--- src/rtl/decode_queue_pkg.sv ---
// ----------------------------------------------------------------------------
// decode_queue_pkg
// Shared definitions for the decode -> rename/dispatch queue: the field types
// of a decoded instruction, the queue entry payload and the default depth.
// ----------------------------------------------------------------------------
package decode_queue_pkg;

    localparam int unsigned DQ_DEPTH_DEFAULT = 8;

    typedef logic [3:0]  opt_t;
    typedef logic [3:0]  fun_t;
    typedef logic [1:0]  sel_t;
    typedef logic [31:0] pc_t;
    typedef logic [31:0] imm_t;
    typedef logic [4:0]  arc_reg_t;
    typedef logic [3:0]  exc_t;

    // One decoded instruction as carried through the queue
    typedef struct packed {
        opt_t           opt;
        fun_t           fun;
        sel_t     [1:0] sel;
        pc_t            pc;
        imm_t           imm;
        arc_reg_t [1:0] src;
        arc_reg_t       dst;
        exc_t           exc;
    } dq_entry_t;

endpackage

--- src/rtl/decode_queue_lane_compact.sv ---
// ----------------------------------------------------------------------------
// lane_compact
// Packs sparse valid decode lanes into a dense prefix, preserving lane order.
// Pure combinational.
//   valid_i / entry_i : sparse incoming lanes
//   valid_o / entry_o : dense lanes, valid_o is a contiguous run from lane 0
//   count_o           : number of valid lanes (k)
// ----------------------------------------------------------------------------
module lane_compact
    import decode_queue_pkg::*;
#(
    parameter int unsigned IN_WIDTH = 3
) (
    input  logic      [IN_WIDTH-1:0]            valid_i,
    input  dq_entry_t [IN_WIDTH-1:0]            entry_i,
    output logic      [IN_WIDTH-1:0]            valid_o,
    output dq_entry_t [IN_WIDTH-1:0]            entry_o,
    output logic      [$clog2(IN_WIDTH+1)-1:0]  count_o
);

    localparam int unsigned KW = $clog2(IN_WIDTH + 1);

    // Each valid lane lands at the position equal to the number of valid lanes below it
    always_comb begin
        logic [KW-1:0] pos;
        valid_o = '0;
        entry_o = '0;
        pos     = '0;
        for (int i = 0; i < IN_WIDTH; i++) begin
            if (valid_i[i]) begin
                for (int p = 0; p < IN_WIDTH; p++) begin
                    if (KW'(p) == pos) begin
                        entry_o[p] = entry_i[i];
                        valid_o[p] = 1'b1;
                    end
                end
                pos = pos + KW'(1);
            end
        end
        count_o = pos;
    end

endmodule

--- src/rtl/decode_queue.sv ---
// ----------------------------------------------------------------------------
// decode_queue
// In-order queue between decode and rename/dispatch. Accepts up to IN_WIDTH
// sparse decode lanes per cycle (compacted), presents up to OUT_WIDTH oldest
// entries per cycle, and removes the leading run of accepted lanes.
//   clock, reset      : rising-edge clock, asynchronous active-high reset
//   flush             : drop all contents and this cycle's enqueue/dequeue
//   avail[i]          : at least i+1 free entries (start-of-cycle state)
//   in_valid/in_entry : decode lanes, may be sparse
//   out_valid/out_entry/out_ready : dispatch lanes, lane 0 oldest
//   overflow          : sticky, set when a valid lane had to be dropped
// Optional feature macro: DECODE_QUEUE_BYPASS_EN -- when the queue is empty
// and not flushing, compacted incoming lanes are presented in the same cycle.
// ----------------------------------------------------------------------------
module decode_queue
    import decode_queue_pkg::*;
#(
    parameter int unsigned IN_WIDTH  = 3,
    parameter int unsigned OUT_WIDTH = 3,
    parameter int unsigned DEPTH     = DQ_DEPTH_DEFAULT
) (
    input  logic                        clock,
    input  logic                        reset,
    input  logic                        flush,
    output logic      [IN_WIDTH-1:0]    avail,
    input  logic      [IN_WIDTH-1:0]    in_valid,
    input  dq_entry_t [IN_WIDTH-1:0]    in_entry,
    output logic      [OUT_WIDTH-1:0]   out_valid,
    output dq_entry_t [OUT_WIDTH-1:0]   out_entry,
    input  logic      [OUT_WIDTH-1:0]   out_ready,
    output logic                        overflow
);

    localparam int unsigned PW = $clog2(DEPTH);
    localparam int unsigned CW = $clog2(DEPTH + 1);
    localparam int unsigned KW = $clog2(IN_WIDTH + 1);

    logic [PW-1:0]  head_q, head_d;
    logic [PW-1:0]  tail_q, tail_d;
    logic [CW-1:0]  count_q, count_d;
    logic           overflow_q, overflow_d;
    dq_entry_t      mem_q [DEPTH];

    logic      [IN_WIDTH-1:0] dense_valid;
    dq_entry_t [IN_WIDTH-1:0] dense_entry;
    logic      [KW-1:0]       k;

    logic [CW-1:0]  free;
    logic [CW-1:0]  accepted;
    logic [CW-1:0]  deq_cnt;
    logic [CW-1:0]  skip;
    logic           byp_active;

    logic [IN_WIDTH-1:0] wr_en;
    logic [PW-1:0]       wr_idx [IN_WIDTH];

    lane_compact #(
        .IN_WIDTH (IN_WIDTH)
    ) u_compact (
        .valid_i (in_valid),
        .entry_i (in_entry),
        .valid_o (dense_valid),
        .entry_o (dense_entry),
        .count_o (k)
    );

`ifdef DECODE_QUEUE_BYPASS_EN
    assign byp_active = (count_q == '0) && !flush;
`else
    assign byp_active = 1'b0;
`endif

    // Free slots and per-lane availability from start-of-cycle occupancy
    always_comb begin
        free  = CW'(DEPTH) - count_q;
        avail = '0;
        for (int i = 0; i < IN_WIDTH; i++) begin
            avail[i] = (free >= CW'(i + 1));
        end
    end

    // Presentation: stored entries from head, or the compacted inputs when bypassing
    always_comb begin
        out_valid = '0;
        out_entry = '0;
        if (byp_active) begin
            for (int j = 0; j < OUT_WIDTH; j++) begin
                for (int p = 0; p < IN_WIDTH; p++) begin
                    if (p == j) begin
                        out_valid[j] = dense_valid[p];
                        out_entry[j] = dense_entry[p];
                    end
                end
            end
        end else begin
            for (int j = 0; j < OUT_WIDTH; j++) begin
                out_valid[j] = (count_q > CW'(j));
                out_entry[j] = mem_q[head_q + PW'(j)];
            end
        end
    end

    // Dequeue count: only the leading run of valid & ready lanes leaves
    always_comb begin
        logic run;
        run     = 1'b1;
        deq_cnt = '0;
        for (int j = 0; j < OUT_WIDTH; j++) begin
            if (run && out_valid[j] && out_ready[j]) begin
                deq_cnt = deq_cnt + CW'(1);
            end else begin
                run = 1'b0;
            end
        end
    end

    // Enqueue: accept the lowest 'free' dense lanes; bypassed lanes taken this cycle are skipped
    always_comb begin
        accepted = (CW'(k) > free) ? free : CW'(k);
        skip     = byp_active ? deq_cnt : '0;
        for (int p = 0; p < IN_WIDTH; p++) begin
            wr_en[p]  = !flush && dense_valid[p] && (CW'(p) >= skip) && (CW'(p) < accepted);
            wr_idx[p] = tail_q + PW'(p) - PW'(skip);
        end
    end

    // Next-state pointers, occupancy and sticky overflow
    always_comb begin
        head_d     = head_q;
        tail_d     = tail_q;
        count_d    = count_q;
        overflow_d = overflow_q;
        if (flush) begin
            head_d  = '0;
            tail_d  = '0;
            count_d = '0;
        end else begin
            // In bypass, the taken lanes were never stored, so head does not move for them
            head_d     = head_q + PW'(deq_cnt - skip);
            tail_d     = tail_q + PW'(accepted - skip);
            count_d    = count_q + accepted - deq_cnt;
            overflow_d = overflow_q | (CW'(k) > free);
        end
    end

    always_ff @(posedge clock or posedge reset) begin
        if (reset) begin
            head_q     <= '0;
            tail_q     <= '0;
            count_q    <= '0;
            overflow_q <= 1'b0;
        end else begin
            head_q     <= head_d;
            tail_q     <= tail_d;
            count_q    <= count_d;
            overflow_q <= overflow_d;
        end
    end

    // Entry storage; contents need no reset since occupancy gates visibility
    always_ff @(posedge clock) begin
        for (int p = 0; p < IN_WIDTH; p++) begin
            if (wr_en[p]) begin
                mem_q[wr_idx[p]] <= dense_entry[p];
            end
        end
    end

    assign overflow = overflow_q;

endmodule

--- config.mk ---
export PLATFORM = sky130hd
export DESIGN_NAME = decode_queue
export DESIGN_NICKNAME = d
export VERILOG_FILES = /design/src/rtl/decode_queue_pkg.sv /design/src/rtl/decode_queue_lane_compact.sv /design/src/rtl/decode_queue.sv
export SDC_FILE = /design/constraint.sdc
export NUM_CORES = 2
export LEC_CHECK = 0
export CORE_ASPECT_RATIO = 2
export CORE_UTILIZATION = 53
export DETAILED_ROUTE_END_ITERATION = 10
export HOLD_SLACK_MARGIN = 0.08
export MAX_ROUTING_LAYER = met4
export PLACE_DENSITY = 0.82
export SYNTH_ARGS = -nofsm -noshare
export SYNTH_HDL_FRONTEND = slang
export SYNTH_SLANG_ARGS = --single-unit
--- constraint.sdc ---
create_clock -name clock -period 14.9 [get_ports clock]
set_clock_uncertainty 0.05 [all_clocks]
set_input_delay 2.98 -clock clock [delete_from_list [all_inputs] [get_ports clock]]
set_output_delay 2.98 -clock clock [all_outputs]
set_load 0.1 [all_outputs]
# Word-level counts from Yosys, hierarchy flattened
# Memory sizes are Yosys's and may differ from the RTL's.
# Index checks and enable logic that the tools add are counted.
[word_totals] n_memories=1 out_inout_bits=292 elab_cells=83 register_bits=11 ram_bits=760 inputBits=294
[op_classes] addsub=13 reduce_logical=14 n_eq_ne=4 bitwise_logic=1 mux=36 order_cmp=10
[memory_table] memory="mem_q" depth=8 word_bits=95 read_ports=3 rd_ports_with_merged_regs=0 wr=3 line="decode_queue.sv:42" source="dq_entry_t mem_q [DEPTH];"
[op_table] operator="$mux 95" n=7
[op_table] operator="$mux 285" n=2
[op_table] operator="$mux 1" n=17
[op_table] operator="$mux 4" n=4
[op_table] operator="$mux 3" n=4
[op_table] operator="$logic_and 1x1->1" n=11
[op_table] operator="$add 4x1->4 const B" n=2
[op_table] operator="$ge 4x2->1 const B" n=2
[op_table] operator="$gt 4x1->1 const B" n=2
[op_table] operator="$lt 1x4->1 const A" n=2
[op_table] operator="$add 3x1->3 const B" n=2
[op_table] operator="$add 3x2->3 const B" n=2
[op_table] operator="$add 3x3->3" n=2
[op_table] operator="$add 4x4->4" n=1
[op_table] operator="$ge 4x1->1 const B" n=1
[op_table] operator="$gt 2x4->1" n=1
[op_table] operator="$gt 4x2->1 const B" n=1
[op_table] operator="$logic_not 2->1" n=2
[op_table] operator="$lt 2x4->1 const A" n=1
[op_table] operator="$mux 2" n=2
[op_table] operator="$sub 4x4->4" n=1
[op_table] operator="$sub 4x4->4 const A" n=1
[op_table] operator="$add 1x1->2 const B" n=1
[op_table] operator="$add 2x1->2 const B" n=1
[op_table] operator="other kinds (6)" n=6

# Depth between registers and ports, before layout
[logic_depth] ltp_word=11 ltp_mapped=19 mapped_depth_nobuf=18

# By module
# Synthesis repeated with hierarchy kept, for this count alone.
[hier_totals] hier_cells=6968 area_unflattened_um2=64026.4
[by_module_without_submodules] module="decode_queue" seq_area_each_um2=23097.2 area_per_inst_um2=58890.2 cells_each=6248 instances=1
[by_module_without_submodules] module="lane_compact" seq_area_each_um2=0.0 area_per_inst_um2=5136.2 cells_each=720 instances=1

# Worst setup path before layout
# OpenSTA, ideal clock, no wires.
[synth_path] path_type="input-to-reg" start="input in_valid[0]" end="memory mem_q[0][0] (netlist bit), enable pin" arrival_ns=15.756 required_ns=13.977 path_slack_ns=-1.780 stages=12 cell_sequence="clkbuf_1 inv_1 ha_1 nand2b_1 clkbuf_1 nand2_1 ha_1 nor2b_1 o21ai_1 o21a_1 o21ai_0 o311ai_0"
[synth_lines] item="start: declaration" line="decode_queue.sv:26" source="input logic [IN_WIDTH-1:0] in_valid,"
[synth_lines] item="end: declaration" line="decode_queue.sv:42"

==> impl_metrics.json <==
{
  "final_common_cell": "mux2i_1",
  "start_util_pct": 53.5,
  "globalRouteOverflowTotal": 0,
  "ant_nets": 0,
  "crit_path_frequent_cell": "buf_4",
  "final_count_of_hold_timing_violations": 0,
  "share_of_post_route_cells_with_drive_strength_above_1_pct": 15.7,
  "slew-limit-headroom_pct": 14.9,
  "finalSetupViolations": 0,
  "core.rowCount": 170,
  "grt_pass1_wl_mm": 292,
  "synth-simple-area-share_pct": 3.64,
  "timing.final.crit_share_pct": 61.0,
  "reg2reg_start": "count_q[0]$_DFF_PP0_",
  "vertical_die_dimension_um": 467,
  "final_cell_mix": "mux2i_1, edfxtp_1, clkdlybuf4s50_1, nand2_1, o21ai_0",
  "cap_viol_max_count": 0,
  "path_delay_family": "buffers and inverters",
  "drc": 0,
  "clk_path_buf_depth": 3,
  "syn-mean-instance-area_um2": 12.5,
  "min_path_type": "reg -> reg",
  "syn-cell-area_um2": 57300,
  "worstSkewPairLatency_ns": 0.68,
  "cp_num_buf_inv": 4,
  "clk_pin_slew_worst_paths_ns": 0.07,
  "critical_path_depth": 7,
  "r2r_cells": 11,
  "postSynth.asyncResetShare_pct": 1.43,
  "post_detailed_route_wirelength_per_cell_um": 31.6,
  "cp-end-kind": "output pin",
  "synth-seq-cells": 771,
  "critPathMaxFanout": 51,
  "cts_tree": "built",
  "synth_nets": 4910,
  "nets_finish": 5225,
  "worst_r2r_endpoint": "mem_q[1][80]$_DFFE_PP_",
  "post_cts.repair.setup_buffers": 0,
  "cp_slowest_stage_delay_ns": 1.17,
  "period_minus_slack_ns": 9.09,
  "synth_cell_types": 49,
  "drv_slew": 0,
  "syn_inst": 4590,
  "die_width_um": 235,
  "achievable-frequency_mhz": 110,
  "reg2reg_setup_slack_ns": 9.66,
  "synth_top_family_by_area": "multiplexers",
  "synth_seq_area_share_pct": 40.3,
  "dp_hpwl_mm": 118,
  "ys_warn_count": 0,
  "cp-startpoint": "head_q[0]$_DFF_PP0_",
  "endpoint": "out_entry[65]",
  "static-leakage-power_nw": 31.0,
  "numClockSinks": 771,
  "routed-via-count": 44703,
  "worstMarginPinSlew_ns": 1.27,
  "ws_path_type": "reg -> out",
  "dr.first_iter.drc_count": 4829,
  "crit_chain": "buf_4, buf_4, buf_4, mux4_2, nand2_1, o21ai_0, clkdlybuf4s50_1",
  "numPortBuffers": 585,
  "rsz0062_at_grt": "false",
  "cellPowerDensity_nw_per_um2": 223,
  "critPathArrivalTime_ns": 6.06,
  "synth_compound_area_share_pct": 6.66,
  "floorplan.die_area_um2": 110000,
  "finalWirelength_mm": 201,
  "crit_required_ns": 11.87,
  "timing.setup.tns_ns": 0,
  "grt_pass1_vias": 45561,
  "core_area_um2": 107000,
  "cts_hold_repair.buffers": 0,
  "post_synth_fa_ha_maj_area_fraction_pct": 0.620,
  "grt_antenna_before_repair": 28,
  "largest_net_degree_at_the_start_of_global_routing": 191,
  "globalplace.congestion": 0.885,
  "grt_use_total_pct": 37.3,
  "synthMuxAreaShare_pct": 45.0,
  "fin_area_um2": 66300,
  "design.portCount": 586,
  "number_of_synthesized_flops_with_an_enable_pin": 760,
  "clock_tree.root_cell": "clkbuf_16",
  "fillerInstances": 8364,
  "cts_resized": 0,
  "cts-buffers-inserted": 74,
  "dominantRegCellSynth": "edfxtp_1",
  "post_drt_via_cell_ratio": 7.02,
  "run_status": "complete, no violations",
  "peakVddDrop_uv": 326,
  "worst_setup_sp_type": "register",
  "synthXorXnorAreaFrac_pct": 0.153,
  "htreeDepth": 3,
  "area_added_between_synthesis_and_finish_pct": 15.7,
  "post_dp_cell_area_um2": 63900,
  "first_pass_iters": 7,
  "critical-path-slowest-cell": "clkdlybuf4s50_1"
}
## tightest hold or removal path, delay by kind of cell (launching register included)
kind | cells | cell delay, ns
buffers and inverters | 1 | 0.04
AO/OA/AOI/OAI | 1 | 0.06
flip-flops | 1 | 0.36
## synthesized netlist by cell type, types with 20 or more instances
| library cell | number | area [um^2] |
|---|---|---|
| mux2i_1 | 1615 | 16200 |
| edfxtp_1 | 760 | 22800 |
| nand2_1 | 482 | 1810 |
| o21ai_0 | 297 | 1490 |
| mux2_2 | 285 | 3210 |
| mux4_2 | 285 | 6420 |
| clkbuf_1 | 192 | 721 |
| buf_2 | 138 | 691 |
| o21ai_1 | 98 | 490 |
| a22o_1 | 95 | 832 |
| a22oi_1 | 94 | 706 |
| buf_1 | 54 | 203 |
| buf_6 | 24 | 270 |
| ha_1 | 22 | 275 |
| inv_1 | 20 | 75.1 |
## worst min path at each step
stage,startpoint,to,slack [ns],cells after the start
2_1_floorplan,tail_q[0]$_DFF_PP0_,tail_q[0]$_DFF_PP0_,0.56,2
3_3_place_gp,overflow$_DFFE_PP0N_,overflow$_DFFE_PP0N_,0.42,2
3_5_place_dp,overflow$_DFFE_PP0N_,overflow$_DFFE_PP0N_,0.42,2
4_1_cts,overflow$_DFFE_PP0N_,overflow$_DFFE_PP0N_,0.44,2
5_1_grt,overflow$_DFFE_PP0N_,overflow$_DFFE_PP0N_,0.49,2
6_report,overflow$_DFFE_PP0N_,overflow$_DFFE_PP0N_,0.45,2
## metal layers
metal  GRT usage [%]  share of wire [%]  vias to the layer above
met5               -                  0                        -
met1            42.0                 34                    22143
met3            8.54                 11                      759
li1                -                  -                    18590
met2            60.9                 49                     3211
met4            20.1                5.3                        0
## area by class of cell
type | count | area [um^2] | share of cell area (%)
sequential | 771 | 23100 | 34.8
clock inverter | 42 | 357 | 0.538
antenna | 31 | 77.6 | 0.117
timing repair buffer | 664 | 6620 | 9.99
tap | 1376 | 1720 | 2.60
inverter | 20 | 75.1 | 0.113
multi-input combinational | 3374 | 32400 | 48.8
clock buffer | 90 | 2000 | 3.01
## cell families after synthesis
logic type | Yosys count
multiplexers | 2185
flip-flops | 771
buffers and inverters | 445
other | 1
AND/OR/NAND/NOR | 530
adder cells (fa/ha/maj) | 26
XOR/XNOR | 10
AO/OA/AOI/OAI | 622
## flip-flops by register name, indices dropped and copies added (netlist names)
register / count
count_q: 4
head_q: 3
tail_q: 3
mem_q: 760
overflow: 1
## through the flow
step                hold slack (ns)  power (mW)  cells  util (%)  setup slack (ns)
finish                        0.446        14.8   6368      61.9              5.81
floorplan                     0.558        10.4   4590         -              2.21
detailed placement            0.415        12.8   6205      59.6              6.54
global route                  0.492        15.2   6366      61.9              5.45
global placement              0.423        12.7   6205      59.6              6.65
CTS                           0.441        14.7   6337      61.8              5.78
## power breakdown
group          leakage (nW)  total [mW]  internal, mW  switching, mW
combinational          22.7        9.75          2.74           7.02
clock                  1.15        1.94          1.06          0.886
sequential             7.12        3.09          2.86          0.228
No activity file was read; power rests on OpenSTA's default activity.
